$ cat config.mk
export PLATFORM = sky130hd
export DESIGN_NAME = ifetch_unit
export DESIGN_NICKNAME = d
export VERILOG_FILES = /design/src/rtl/ifetch_pkg.sv /design/src/rtl/ifetch_queue.sv /design/src/rtl/ifetch_unit.sv
export SDC_FILE = /design/constraint.sdc
export NUM_CORES = 1
export LEC_CHECK = 0
export ABC_CLOCK_PERIOD_IN_PS = 7880
export BUFFER_PORTS_ARGS = -buffer_cell sky130_fd_sc_hd__buf_2
export CAP_MARGIN = 20
export CORE_MARGIN = 2
export CORE_UTILIZATION = 50
export DETAILED_ROUTE_END_ITERATION = 10
export PLACE_DENSITY = 0.84
export SLEW_MARGIN = 10
export SYNTH_ARGS = -nofsm -noshare
export SYNTH_HDL_FRONTEND = slang
export SYNTH_SLANG_ARGS = --single-unit
$ cat constraint.sdc
create_clock -name clk -period 7.88 [get_ports clk]
set_input_delay 1.97 -clock clk [delete_from_list [all_inputs] [get_ports clk]]
set_output_delay 1.97 -clock clk [all_outputs]
set_load 0.02 [all_outputs]
$ cat src/rtl/ifetch_pkg.sv
// ifetch_pkg: shared types and constants for the instruction-fetch stage.
//   NOP_INSTR      - canonical bubble instruction (addi x0,x0,0)
//   ifetch_state_t - fetch FSM states
//   entry_flags_t  - per-entry status bits of the in-flight queue
package ifetch_pkg;

    localparam logic [31:0] NOP_INSTR = 32'h0000_0013;

    typedef enum logic [1:0] {
        IDLE  = 2'd0,
        RUN   = 2'd1,
        FLUSH = 2'd2
    } ifetch_state_t;

    // pc/instr payloads are XLEN wide and live in parameterised arrays next
    // to these flags inside ifetch_queue.
    typedef struct packed {
        logic filled;
        logic squash;
    } entry_flags_t;

endpackage

$ cat src/rtl/ifetch_queue.sv
// ifetch_queue: in-order circular buffer of in-flight fetches.
// Ports:
//   clk, rst                 clock, async active-high reset
//   alloc, alloc_pc          allocate a new unfilled entry for alloc_pc
//   fill, fill_data          memory response for the oldest unfilled entry
//   pop                      retire the head entry into IF/ID
//   squash_all               mark every entry squashed; filled ones are freed
//   head_pc/instr/filled/squash  view of the oldest entry
//   fill_pending             at least one entry still awaits its response
//   full, empty              occupancy status
module ifetch_queue
    import ifetch_pkg::*;
#(
    parameter int XLEN  = 32,
    parameter int DEPTH = 2
) (
    input  logic            clk,
    input  logic            rst,
    input  logic            alloc,
    input  logic [XLEN-1:0] alloc_pc,
    input  logic            fill,
    input  logic [XLEN-1:0] fill_data,
    input  logic            pop,
    input  logic            squash_all,
    output logic [XLEN-1:0] head_pc,
    output logic [XLEN-1:0] head_instr,
    output logic            head_filled,
    output logic            head_squash,
    output logic            fill_pending,
    output logic            full,
    output logic            empty
);

    localparam int PW = $clog2(DEPTH);
    localparam int CW = PW + 1;

    logic [XLEN-1:0] pc_q    [DEPTH];
    logic [XLEN-1:0] instr_q [DEPTH];
    entry_flags_t    flags_q [DEPTH];

    logic [PW-1:0] head_ptr, fill_ptr, alloc_ptr;
    logic [CW-1:0] count_q, pend_q, free_n;
    logic          fill_hit, fill_sq;

    // Filled entries always sit at the head and squashed entries precede
    // live ones, so every free is a head advance.
    always_comb begin
        fill_hit = fill & (pend_q != '0);
        fill_sq  = fill_hit & flags_q[fill_ptr].squash;
        if (squash_all)
            free_n = (count_q - pend_q) + CW'(fill_hit);
        else
            free_n = CW'(pop | fill_sq);
    end

    always_ff @(posedge clk or posedge rst) begin
        if (rst) begin
            head_ptr  <= '0;
            fill_ptr  <= '0;
            alloc_ptr <= '0;
            count_q   <= '0;
            pend_q    <= '0;
            for (int i = 0; i < DEPTH; i++) flags_q[i] <= '0;
        end else begin
            head_ptr  <= PW'(head_ptr + free_n);
            fill_ptr  <= fill_ptr + PW'(fill_hit);
            alloc_ptr <= alloc_ptr + PW'(alloc);
            count_q   <= count_q + CW'(alloc) - free_n;
            pend_q    <= pend_q + CW'(alloc) - CW'(fill_hit);
            if (squash_all)
                for (int i = 0; i < DEPTH; i++) flags_q[i].squash <= 1'b1;
            if (fill_hit)
                flags_q[fill_ptr].filled <= 1'b1;
            if (alloc)
                flags_q[alloc_ptr] <= '0;
        end
    end

    always_ff @(posedge clk) begin
        if (alloc)
            pc_q[alloc_ptr] <= alloc_pc;
        if (fill_hit)
            instr_q[fill_ptr] <= fill_data;
    end

    assign head_pc      = pc_q[head_ptr];
    assign head_instr   = instr_q[head_ptr];
    assign head_filled  = flags_q[head_ptr].filled;
    assign head_squash  = flags_q[head_ptr].squash;
    assign fill_pending = (pend_q != '0);
    assign full         = (count_q == CW'(DEPTH));
    assign empty        = (count_q == '0);

    // A response with nothing outstanding is dropped by the logic above.
    rsp_without_request: assert property (@(posedge clk) disable iff (rst)
        fill |-> (pend_q != '0))
        else $warning("ifetch_queue: response with no outstanding request ignored");

endmodule

$ cat src/rtl/ifetch_unit.sv
// ifetch_unit: fetch stage between the PC and the IF/ID pipeline register.
// Optional build macro: IFETCH_PERF_EN adds perf_fetch_cnt / perf_stall_cnt.
// Ports:
//   clk, rst                      clock, async active-high reset
//   pc, pc_running                fetch address and run enable from the PC
//   stall_D, flush                IF/ID hold, redirect this cycle
//   imem_req_valid/addr/ready     request channel to instruction memory
//   imem_rsp_valid/data           in-order response channel, no back-pressure
//   keep_PC                       PC must hold (request not accepted)
//   instr_D, pc_D, pc_plus4_D, valid_D   IF/ID register
//
// state | meaning
// IDLE  | out of reset, waiting for pc_running
// RUN   | issuing requests and retiring responses
// FLUSH | redirect taken; waiting for squashed responses to drain
module ifetch_unit
    import ifetch_pkg::*;
#(
    parameter int              XLEN      = 32,
    parameter int              DEPTH     = 2,
    parameter logic [XLEN-1:0] NOP_INSTR = XLEN'(ifetch_pkg::NOP_INSTR)
) (
    input  logic            clk,
    input  logic            rst,
    input  logic [XLEN-1:0] pc,
    input  logic            pc_running,
    input  logic            stall_D,
    input  logic            flush,
    output logic            imem_req_valid,
    output logic [XLEN-1:0] imem_req_addr,
    input  logic            imem_req_ready,
    input  logic            imem_rsp_valid,
    input  logic [XLEN-1:0] imem_rsp_data,
    output logic            keep_PC,
    output logic [XLEN-1:0] instr_D,
    output logic [XLEN-1:0] pc_D,
    output logic [XLEN-1:0] pc_plus4_D,
    output logic            valid_D
`ifdef IFETCH_PERF_EN
    ,
    output logic [31:0]     perf_fetch_cnt,
    output logic [31:0]     perf_stall_cnt
`endif
);

    ifetch_state_t   state_q, state_d;
    logic            alloc, pop, bypass, head_ok;
    logic [XLEN-1:0] head_pc, head_instr, load_instr;
    logic            head_filled, head_squash, fill_pending, q_full, q_empty;

    assign imem_req_valid = (state_q == RUN) & pc_running & ~flush & ~q_full;
    assign imem_req_addr  = pc;
    assign alloc          = imem_req_valid & imem_req_ready;
    assign keep_PC        = ~alloc;

    // An unfilled head is exactly the entry this cycle's response fills,
    // so the response can go straight into IF/ID.
    assign bypass     = imem_rsp_valid & fill_pending & ~q_empty & ~head_filled & ~head_squash;
    assign head_ok    = ~q_empty & ~head_squash & (head_filled | bypass);
    assign load_instr = head_filled ? head_instr : imem_rsp_data;
    assign pop        = head_ok & ~stall_D & ~flush;

    ifetch_queue #(.XLEN(XLEN), .DEPTH(DEPTH)) u_queue (
        .clk          (clk),
        .rst          (rst),
        .alloc        (alloc),
        .alloc_pc     (pc),
        .fill         (imem_rsp_valid),
        .fill_data    (imem_rsp_data),
        .pop          (pop),
        .squash_all   (flush),
        .head_pc      (head_pc),
        .head_instr   (head_instr),
        .head_filled  (head_filled),
        .head_squash  (head_squash),
        .fill_pending (fill_pending),
        .full         (q_full),
        .empty        (q_empty)
    );

    always_ff @(posedge clk or posedge rst) begin
        if (rst) state_q <= IDLE;
        else     state_q <= state_d;
    end

    always_comb begin
        state_d = state_q;
        case (state_q)
            IDLE:    if (pc_running) state_d = RUN;
            RUN:     if (flush) state_d = FLUSH;
            FLUSH:   if (!flush && !(~q_empty & head_squash)) state_d = RUN;
            default: state_d = IDLE;
        endcase
    end

    always_ff @(posedge clk or posedge rst) begin
        if (rst) begin
            valid_D    <= 1'b0;
            instr_D    <= NOP_INSTR;
            pc_D       <= '0;
            pc_plus4_D <= XLEN'(4);
        end else if (flush) begin
            valid_D <= 1'b0;
            instr_D <= NOP_INSTR;
        end else if (!stall_D) begin
            if (head_ok) begin
                valid_D    <= 1'b1;
                instr_D    <= load_instr;
                pc_D       <= head_pc;
                pc_plus4_D <= head_pc + XLEN'(4);
            end else begin
                valid_D <= 1'b0;
                instr_D <= NOP_INSTR;
            end
        end
    end

`ifdef IFETCH_PERF_EN
    always_ff @(posedge clk or posedge rst) begin
        if (rst) begin
            perf_fetch_cnt <= '0;
            perf_stall_cnt <= '0;
        end else begin
            if (pop)                         perf_fetch_cnt <= perf_fetch_cnt + 32'd1;
            if (state_q == RUN && keep_PC)   perf_stall_cnt <= perf_stall_cnt + 32'd1;
        end
    end
`endif

endmodule

==> impl_metrics.json, run 1 <==
{
  "synth-edff-count": 128,
  "finalCriticalPeriod_ns": 4.76,
  "cts.path.max_buffers": 3,
  "ys.flop_type": "edfxtp_1",
  "syn-cell-area_um2": 10200,
  "io_buffers": 201,
  "cts_setup_buffers": 0,
  "fin_crit_sh": 0.604,
  "cts_tree": "built",
  "status": "complete, no violations",
  "rsz0062_at_grt": "false",
  "cp_max_fo": 7,
  "dp_hpwl_mm": 15.5,
  "nets": 1075,
  "leakage_nw": 5.31,
  "max-slew-margin-rel": 0.394,
  "numCtsBuffers": 25,
  "cts_resized": 0,
  "crit_required_ns": 5.91,
  "post-route-util": 0.598,
  "grt_pass1_wl_mm": 35.4,
  "antenna_found_initial": 0,
  "drt-total-wl_mm": 22.6,
  "root_buffer": "clkbuf_16",
  "wire_per_inst_um": 17.6,
  "gr-total-overflow": 0,
  "start_util": 0.506,
  "syn_avg_cell_area_um2": 12.3,
  "drc": 0,
  "worst_ep_arrival_time_ns": 2.79,
  "areaGrowthSynthToFinish_pct": 18.2,
  "seq_area_um2": 6560,
  "multi_input_area_um2": 3160,
  "avgViaCountPerCell": 5.40,
  "yosysWarnings": 0,
  "clkLatencyLatePin_ns": 0.52,
  "power.density_nw_per_um2": 334,
  "ir_worst_vdd_uv": 159,
  "end_kind": "output port",
  "drive_gt1_frac": 0.266,
  "hold_viol_final": 0,
  "grt_max_degree": 80,
  "fmax_mhz": 210,
  "clk_pin_slew_worst_paths_ns": 0.05,
  "dr.pass1.iters": 5,
  "critical_path_class": "input pin to output port",
  "synth_nets": 908,
  "synthCells": 826,
  "row_count": 52,
  "worst_slew_pin_slew_ns": 0.909,
  "dpl-instance-area_um2": 11200,
  "maxCapViolations": 0,
  "stdcell_area_um2": 12000,
  "fin_setup_tns_ns": 0,
  "core_um2": 20100,
  "gp_congestion": 0.854,
  "dieArea_um2": 21500,
  "die_h_um": 147,
  "total_power_mw": 4.01,
  "async_reset_ff_frac": 0.458,
  "grt_pass1_vias": 6792,
  "vias": 6921,
  "htree_levels": 1,
  "hold_buffers": 0,
  "antennaDiodeCount": 0,
  "yosysUniqueCellTypes": 56,
  "slew_viol_final": 0,
  "finClkSkew_ns": 0.0136,
  "grt_usage": 0.208,
  "fill_cells": 1620,
  "hold_slack_ns": 0.464,
  "pin_count": 202,
  "ys_seq_area_frac": 0.644,
  "start_kind": "input pin",
  "cts_sinks": 236,
  "drtIter0Drc": 394,
  "setup_viol": 0,
  "ant_nets": 0,
  "fp.dieW_um": 147,
  "hold_class": "register to register",
  "ys_seq_elements": 236
}
## report_power, final
group | internal (mW) | switching [mW] | total (mW)
logic | 0.443 | 0.752 | 1.20
registers | 1.56 | 0.171 | 1.73
clock network | 0.633 | 0.455 | 1.09
## cell families (layout without fill, tap and decap cells)
| family | count (synthesis) | after routing | synth area share |
|---|---|---|---|
| XOR/XNOR | 24 | 24 | 0.0207 |
| AND/OR/NAND/NOR | 227 | 227 | 0.103 |
| flip-flops | 236 | 236 | 0.644 |
| multiplexers | 68 | 68 | 0.0674 |
| adder cells (fa/ha/maj) | 11 | 11 | 0.0135 |
| AO/OA/AOI/OAI | 174 | 174 | 0.104 |
| buffers and inverters | 86 | 272 | 0.0477 |
## through the flow
| step | cells | setup slack (ns) |
|---|---|---|
| floorplan | 826 | 2.90 |
| finish | 1282 | 3.12 |
| global placement | 1233 | 3.15 |
| detailed placement | 1235 | 3.13 |
| CTS | 1281 | 3.12 |
| global route | 1282 | 2.97 |
## path summary, 6_finish.rpt
path	slack [ns]	endpoint	start	cells past startpoint
max in group asynchronous	5.43	pc_plus4_D[2]$_DFFE_PP1N_	rst	4
setup reg to reg	3.93	pc_plus4_D[30]$_DFFE_PP0N_	u_queue.head_ptr$_DFF_PP0_	9
hold reg to reg	0.46	pc_plus4_D[2]$_DFFE_PP1N_	pc_plus4_D[2]$_DFFE_PP1N_	2
setup / recovery	3.12	keep_PC	flush	6
min in group asynchronous	1.45	instr_D[24]$_DFFE_PP0P_	rst	2
hold / removal	0.46	pc_plus4_D[2]$_DFFE_PP1N_	pc_plus4_D[2]$_DFFE_PP1N_	2
## cells in the mapped netlist, types with 6 or more instances
cell type  instances  share of area
nand4_1           14         0.0086
xor2_1             8         0.0069
o31ai_1           10         0.0074
mux2i_1           64          0.063
inv_1             13         0.0048
buf_2             13         0.0064
a21oi_1           40          0.020
o31a_1             6         0.0052
nor2_1            47          0.017
edfxtp_1         128           0.38
nor4_1             6         0.0037
ha_1              11          0.014
xnor2_1           16          0.014
buf_4             35          0.026
o21ai_0           80          0.039
clkbuf_1          18         0.0066
nand3_1           13         0.0064
nand2b_1           7         0.0043
nand2_1          116          0.043
dfrtp_1          104           0.26
## registers in the layout, summed over array words and instances, names as in the netlist
name	count
u_queue.instr_q	64
state_q	2
u_queue.pend_q	2
u_queue.count_q	2
pc_plus4_D	30
instr_D	32
u_queue.flags_q	4
u_queue.fill_ptr	1
pc_D	32
u_queue.head_ptr	1
u_queue.pc_q	64
u_queue.alloc_ptr	1
valid_D	1
## placed cells by master (no fill, tap or decap), drive strengths merged, types with 8 or more instances in the layout
cell type / instances
nor2: 47
xnor2: 16
clkbuf: 37
o31ai: 10
buf: 213
nand3: 14
edfxtp: 128
inv: 14
nand2: 116
o21ai: 82
a21oi: 40
xor2: 8
ha: 11
mux2i: 64
dfrtp: 104
nand4: 15
clkinv: 8
## worst max-delay path, cell delays in order
cell and delay, ns:
buf_2 0.15, inv_1 0.15, nand4b_1 0.12, a21oi_1 0.16
nand2_1 0.09, buf_2 0.16
## layout make-up
cell class | count | share of cell area
Tap cell | 270 | 0.0281
Sequential cell | 236 | 0.546
Multi-Input combinational cell | 504 | 0.263
Clock buffer | 37 | 0.0601
Inverter | 13 | 0.00427
Clock inverter | 9 | 0.00396
Timing Repair Buffer | 213 | 0.0952
## layer usage
layer  up-vias  wire [µm]  track usage
met5         -          0            0
met4         0        639       0.0796
met3        44       1320       0.0294
met2       252      10800        0.339
met1      3354       9860        0.287
li1       3271          -            -
No activity file was read; power rests on OpenSTA's default activity.
==> inputs of run 2 (changes only) <==
ABC_CLOCK_PERIOD_IN_PS = 4200   (was 7880)
PLACE_DENSITY = 0.86   (was 0.84)
clock period = 4.2 ns   (was 7.88 ns; I/O delays follow)
==> impl_metrics.json, run 2 (synthesized netlist as in run 1, its figures left out) <==
{
  "worst_slew_pin_slew_ns": 0.971,
  "reg_top3": "u_queue.instr_q: 64 flops, u_queue.pc_q: 64 flops",
  "drt-total-wl_mm": 22.1,
  "grt_pass1_wl_mm": 35.0,
  "reg2reg_slack_ns": 1.11,
  "hold_class": "register to register",
  "leakage_nw": 5.28,
  "grt_pass1_vias": 6619,
  "antennaDiodeCount": 0,
  "setup_viol": 0,
  "fmax_mhz": 324,
  "hold_viol_final": 0,
  "clk_pin_slew_worst_paths_ns": 0.06,
  "dp_slack_ns": 1.17,
  "fp.dieW_um": 147,
  "max-slew-margin-rel": 0.352,
  "start_kind": "register",
  "grt_max_degree": 151,
  "cts_sinks": 236,
  "cts_setup_buffers": 0,
  "grt_usage": 0.206,
  "worst_ep_arrival_time_ns": 3.51,
  "finalCriticalPeriod_ns": 3.09,
  "cp_max_fo": 74,
  "dr.pass1.iters": 5,
  "fill_cells": 1549,
  "pin_count": 202,
  "maxCapViolations": 0,
  "dieArea_um2": 21500,
  "numCtsBuffers": 23,
  "start_util": 0.506,
  "fin_crit_sh": 0.735,
  "crit_required_ns": 4.62,
  "ir_worst_vdd_uv": 294,
  "avgViaCountPerCell": 5.42,
  "core_um2": 20100,
  "hold_buffers": 0,
  "areaGrowthSynthToFinish_pct": 17.6,
  "cts_tree": "built",
  "nets": 1071,
  "power.density_nw_per_um2": 629,
  "critical_path_class": "register to register",
  "dp.cells": 1234,
  "cts_resized": 0,
  "clkLatencyLatePin_ns": 0.51,
  "fin_setup_tns_ns": 0,
  "stdcell_area_um2": 12000,
  "root_buffer": "clkbuf_16",
  "antenna_found_initial": 0,
  "post-route-util": 0.595,
  "final_common_cell": "buf_2",
  "dp_hpwl_mm": 15.1,
  "die_h_um": 147,
  "final_cell_mix": "buf_2, edfxtp_1, nand2_1",
  "drc": 0,
  "io_buffers": 201,
  "setup_ws_ns": 1.11,
  "end_kind": "register",
  "vias": 6915,
  "gp_congestion": 0.856,
  "stdcell_count": 1276,
  "slew_viol_final": 0,
  "drtIter0Drc": 536,
  "drive_gt1_frac": 0.263,
  "rsz0062_at_grt": "false",
  "row_count": 52,
  "cts.path.max_buffers": 3,
  "finClkSkew_ns": 0.00951,
  "gr-total-overflow": 0,
  "ant_nets": 0,
  "htree_levels": 1,
  "dpl-instance-area_um2": 11200,
  "wire_per_inst_um": 17.3,
  "status": "complete, no violations"
}
run 2: cell types whose count changed in the layout (fill, tap and decap cells not counted), moves of 2 or more:
cell,before,now
bufinv_16,0,4
clkbuf_1,8,4
clkbuf_16,26,23
clkbuf_8,3,0
buf_16,2,0
clkinv_1,4,6
run 2: final timing paths:
kind / start / end / depth (start not counted)
max in group asynchronous: rst / instr_D[4]$_DFFE_PP1P_ / 3
min in group asynchronous: rst / pc_D[21]$_DFFE_PP0N_ / 2
worst min-delay path: pc_plus4_D[23]$_DFFE_PP0N_ / pc_plus4_D[23]$_DFFE_PP0N_ / 2
worst max-delay path: u_queue.head_ptr$_DFF_PP0_ / pc_plus4_D[30]$_DFFE_PP0N_ / 8
worst max register to register: u_queue.head_ptr$_DFF_PP0_ / pc_plus4_D[30]$_DFFE_PP0N_ / 8
worst min register to register: pc_plus4_D[23]$_DFFE_PP0N_ / pc_plus4_D[23]$_DFFE_PP0N_ / 2
run 2: final cells by class:
class	count	area [µm²]	share of cell area
multi-input combinational	504	3160	0.264
timing repair buffer	211	1090	0.0914
inverter	13	51.3	0.00429
clock inverter	15	171	0.0143
clock buffer	27	591	0.0494
tap	270	338	0.0282
sequential	236	6560	0.548
run 2: through the flow:
stage / power (mW) / hold WS [ns]
after global routing: 7.96 / 0.495
after CTS: 7.59 / 0.474
after detailed placement: 5.49 / 0.460
after global placement: 5.41 / 0.448
final: 7.53 / 0.469
after floorplan: 4.84 / 0.464
run 2: critical path, stage by stage, from the launching register on:
cell and delay [ns]:
dfrtp_4 0.99, nand2_1 0.23, nand2_1 0.12, ha_1 0.21, nand4_1 0.14, a22oi_1 0.48
nand3_1 0.23, or4_1 0.45, o211ai_1 0.11
run 2: metal layers:
metal,vias to the layer above,part of all wire,GRT usage
li1,3278,-,-
met1,3319,0.44,0.293
met2,278,0.47,0.328
met3,40,0.066,0.0284
met4,0,0.026,0.0694
met5,-,0,0
run 2: power breakdown:
| group | switching, mW | total (mW) | internal (mW) |
|---|---|---|---|
| sequential | 0.353 | 3.28 | 2.93 |
| clock | 0.827 | 2.08 | 1.25 |
| combinational | 1.34 | 2.17 | 0.827 |
==> inputs of run 3 (changes only) <==
ABC_AREA = 1   (was unset)
ABC_CLOCK_PERIOD_IN_PS = 2950   (was 4200)
PLACE_DENSITY = 0.83   (was 0.86)
clock period = 2.95 ns   (was 4.2 ns; I/O delays follow)
==> impl_metrics.json, run 3 <==
{
  "syn_avg_cell_area_um2": 9.68,
  "synth.cells.most_frequent": "nand2_1, edfxtp_1, dfrtp_1",
  "die_h_um": 149,
  "final_cell_mix": "nand2_1, buf_2, edfxtp_1",
  "cp_top_family": "buffers and inverters",
  "syn-cell-area_um2": 10500,
  "path_cells": "o21ai_1 -> nor2_1 -> nand3_4 -> buf_4 -> buf_4 -> nor2_1 -> o21ai_1 -> nand3_1",
  "grt_pass1_wl_mm": 38.6,
  "synth-edff-count": 128,
  "finClkSkew_ns": 0.0114,
  "cts_sinks": 236,
  "io_buffers": 201,
  "core_um2": 20900,
  "vias": 8126,
  "pwr-share-clk": 0.256,
  "max-slew-margin-rel": 0.459,
  "use_met2": 0.359,
  "switching_power_mw": 4.61,
  "reg_top3": "u_queue.instr_q: 64 flops, u_queue.pc_q: 64 flops",
  "status": "complete, no violations",
  "use_met1": 0.296,
  "netlist.area_leader.share": 0.364,
  "ys.flop_type": "edfxtp_1",
  "setup_ws_ns": 0.358,
  "pin_count": 202,
  "maxCapViolations": 0,
  "cp_num_buf_inv": 2,
  "fin_crit_sh": 0.879,
  "fmax_mhz": 386,
  "row_count": 53,
  "synthCells": 1090,
  "dp_hpwl_mm": 16.5,
  "swShare": 0.383,
  "wire_per_inst_um": 15.8,
  "p_int_mw": 7.44,
  "dieArea_um2": 22300,
  "pwr-share-comb": 0.353,
  "stdcell_count": 1554,
  "setup_viol": 0,
  "gp_congestion": 0.896,
  "worst_slew_pin_slew_ns": 0.812,
  "clkLatencyLatePin_ns": 0.52,
  "root_buffer": "clkbuf_16",
  "end_kind": "register",
  "cts.path.max_buffers": 3,
  "numCtsBuffers": 25,
  "yosysWarnings": 0,
  "start_kind": "register",
  "cts_tree": "built",
  "avgViaCountPerCell": 5.23,
  "pwr-share-seq": 0.391,
  "cts_setup_buffers": 0,
  "cp_max_fo": 82,
  "ys_seq_elements": 236,
  "hold_buffers": 0,
  "critical_path_class": "register to register",
  "ir_worst_vdd_uv": 492,
  "drt-total-wl_mm": 24.5,
  "fp.dieW_um": 149,
  "drive_gt1_frac": 0.232,
  "rsz0062_at_grt": "false",
  "start_util": 0.505,
  "clk_pin_slew_worst_paths_ns": 0.06,
  "dr.pass1.iters": 5,
  "final_common_cell": "nand2_1",
  "dp.cells": 1506,
  "use_met3": 0.0364,
  "dp_slack_ns": 0.127,
  "hold_viol_final": 0,
  "cp_slowest_cell": "buf_4",
  "stdcell_area_um2": 12400,
  "synth_nets": 1172,
  "drc": 0,
  "worst_ep_arrival_time_ns": 2.98,
  "nets": 1340,
  "synth_most_common_cell": "nand2_1",
  "grt_pass1_vias": 7595,
  "hold_class": "input pin to asynchronous set/reset pin",
  "finalCriticalPeriod_ns": 2.59,
  "crit_required_ns": 3.34,
  "fin_setup_tns_ns": 0,
  "power.density_nw_per_um2": 970,
  "grt_max_degree": 109,
  "grt_usage": 0.219,
  "slew_viol_final": 0,
  "busiest_layer": "met2",
  "areaGrowthSynthToFinish_pct": 17.8,
  "synth.largest_area_cell": "edfxtp_1",
  "drtIter0Drc": 556,
  "leakage_nw": 5.79,
  "htree_levels": 1,
  "ant_nets": 0,
  "cts_resized": 0,
  "cpPeakStageDelay_ns": 0.64,
  "dpl-instance-area_um2": 11600,
  "antenna_found_initial": 2,
  "yosys-top-cells-area": "edfxtp_1, dfrtp_1, nand2_1",
  "async_reset_ff_frac": 0.458,
  "gr-total-overflow": 0,
  "ys_seq_area_frac": 0.621,
  "yosysUniqueCellTypes": 35
}
run 3: cell count changes after synthesis, sizes merged, moves of 13 or more:
cell,previous run,this run
nor2,47,86
o21ai,82,106
inv,13,85
nand2,116,355
a21oi,40,6
nand3,14,83
mux2i,64,0
xnor2,16,3
run 3: kinds of logic after synthesis:
logic type      after synthesis  share of synthesized area
buf+inv                     162                     0.0766
simple gates                537                      0.212
compound gates              138                     0.0719
xor+xnor                      6                    0.00498
fa+ha+maj                    11                     0.0130
flops                       236                      0.621
run 3: worst reg2reg max path, cell delays in order, from the launching register on:
cell and delay, ns:
dfrtp_4 0.50, o21ai_1 0.23, nor2_1 0.12, nand3_4 0.09
buf_4 0.64, buf_4 0.57, nor2_1 0.12, o21ai_1 0.11
nand3_1 0.09
run 3: routing by layer:
metal  part of all wire  up-vias  wire length, µm
met5                  0        -                0
met4              0.026        0              629
li1                   -     3903                -
met1               0.42     3846            10200
met2               0.48      328            11900
met3              0.074       49             1820
run 3: cell type report:
type	count	area, µm²
fill	1736	8460
sequential	236	6560
multi-input combinational	692	3210
timing repair buffer	218	1170
clock buffer	35	704
tap	275	344
inverter	85	323
clock inverter	11	113
antenna	2	5.00
run 3: power groups by stage:
stage	sequential, mW	combinational, mW	clock, mW
CTS	4.71	4.28	3.13
global placement	4.73	4.14	0
detailed placement	4.76	4.27	0
floorplan	5.22	2.52	0
finish	4.71	4.25	3.09
global route	4.79	4.74	3.29
run 3: final timing paths:
kind                                                 endpoint                        from  slack, ns  cells after the start
worst max register to register     pc_plus4_D[21]$_DFFE_PP0N_  u_queue.head_ptr$_DFF_PP0_       0.36                      8
min in group clk                u_queue.pc_q[1][20]$_DFFE_PP_                      pc[20]       0.42                      1
worst max-delay path               pc_plus4_D[21]$_DFFE_PP0N_  u_queue.head_ptr$_DFF_PP0_       0.36                      8
worst min register to register     pc_plus4_D[25]$_DFFE_PP0N_  pc_plus4_D[25]$_DFFE_PP0N_       0.48                      2
max in group asynchronous          u_queue.head_ptr$_DFF_PP0_                         rst       2.08                      3
worst min-delay path                   state_q[1]$_DFFE_PP0P_                         rst       0.38                      3
run 3: through the flow:
step | utilization | total power [mW] | hold slack, ns
6_report | 0.595 | 12.0 | 0.384
5_1_grt | 0.595 | 12.8 | 0.402
4_1_cts | 0.595 | 12.1 | 0.403
3_5_place_dp | 0.555 | 9.03 | 0.466
3_3_place_gp | 0.555 | 8.87 | 0.460
2_1_floorplan | - | 7.73 | 0.471
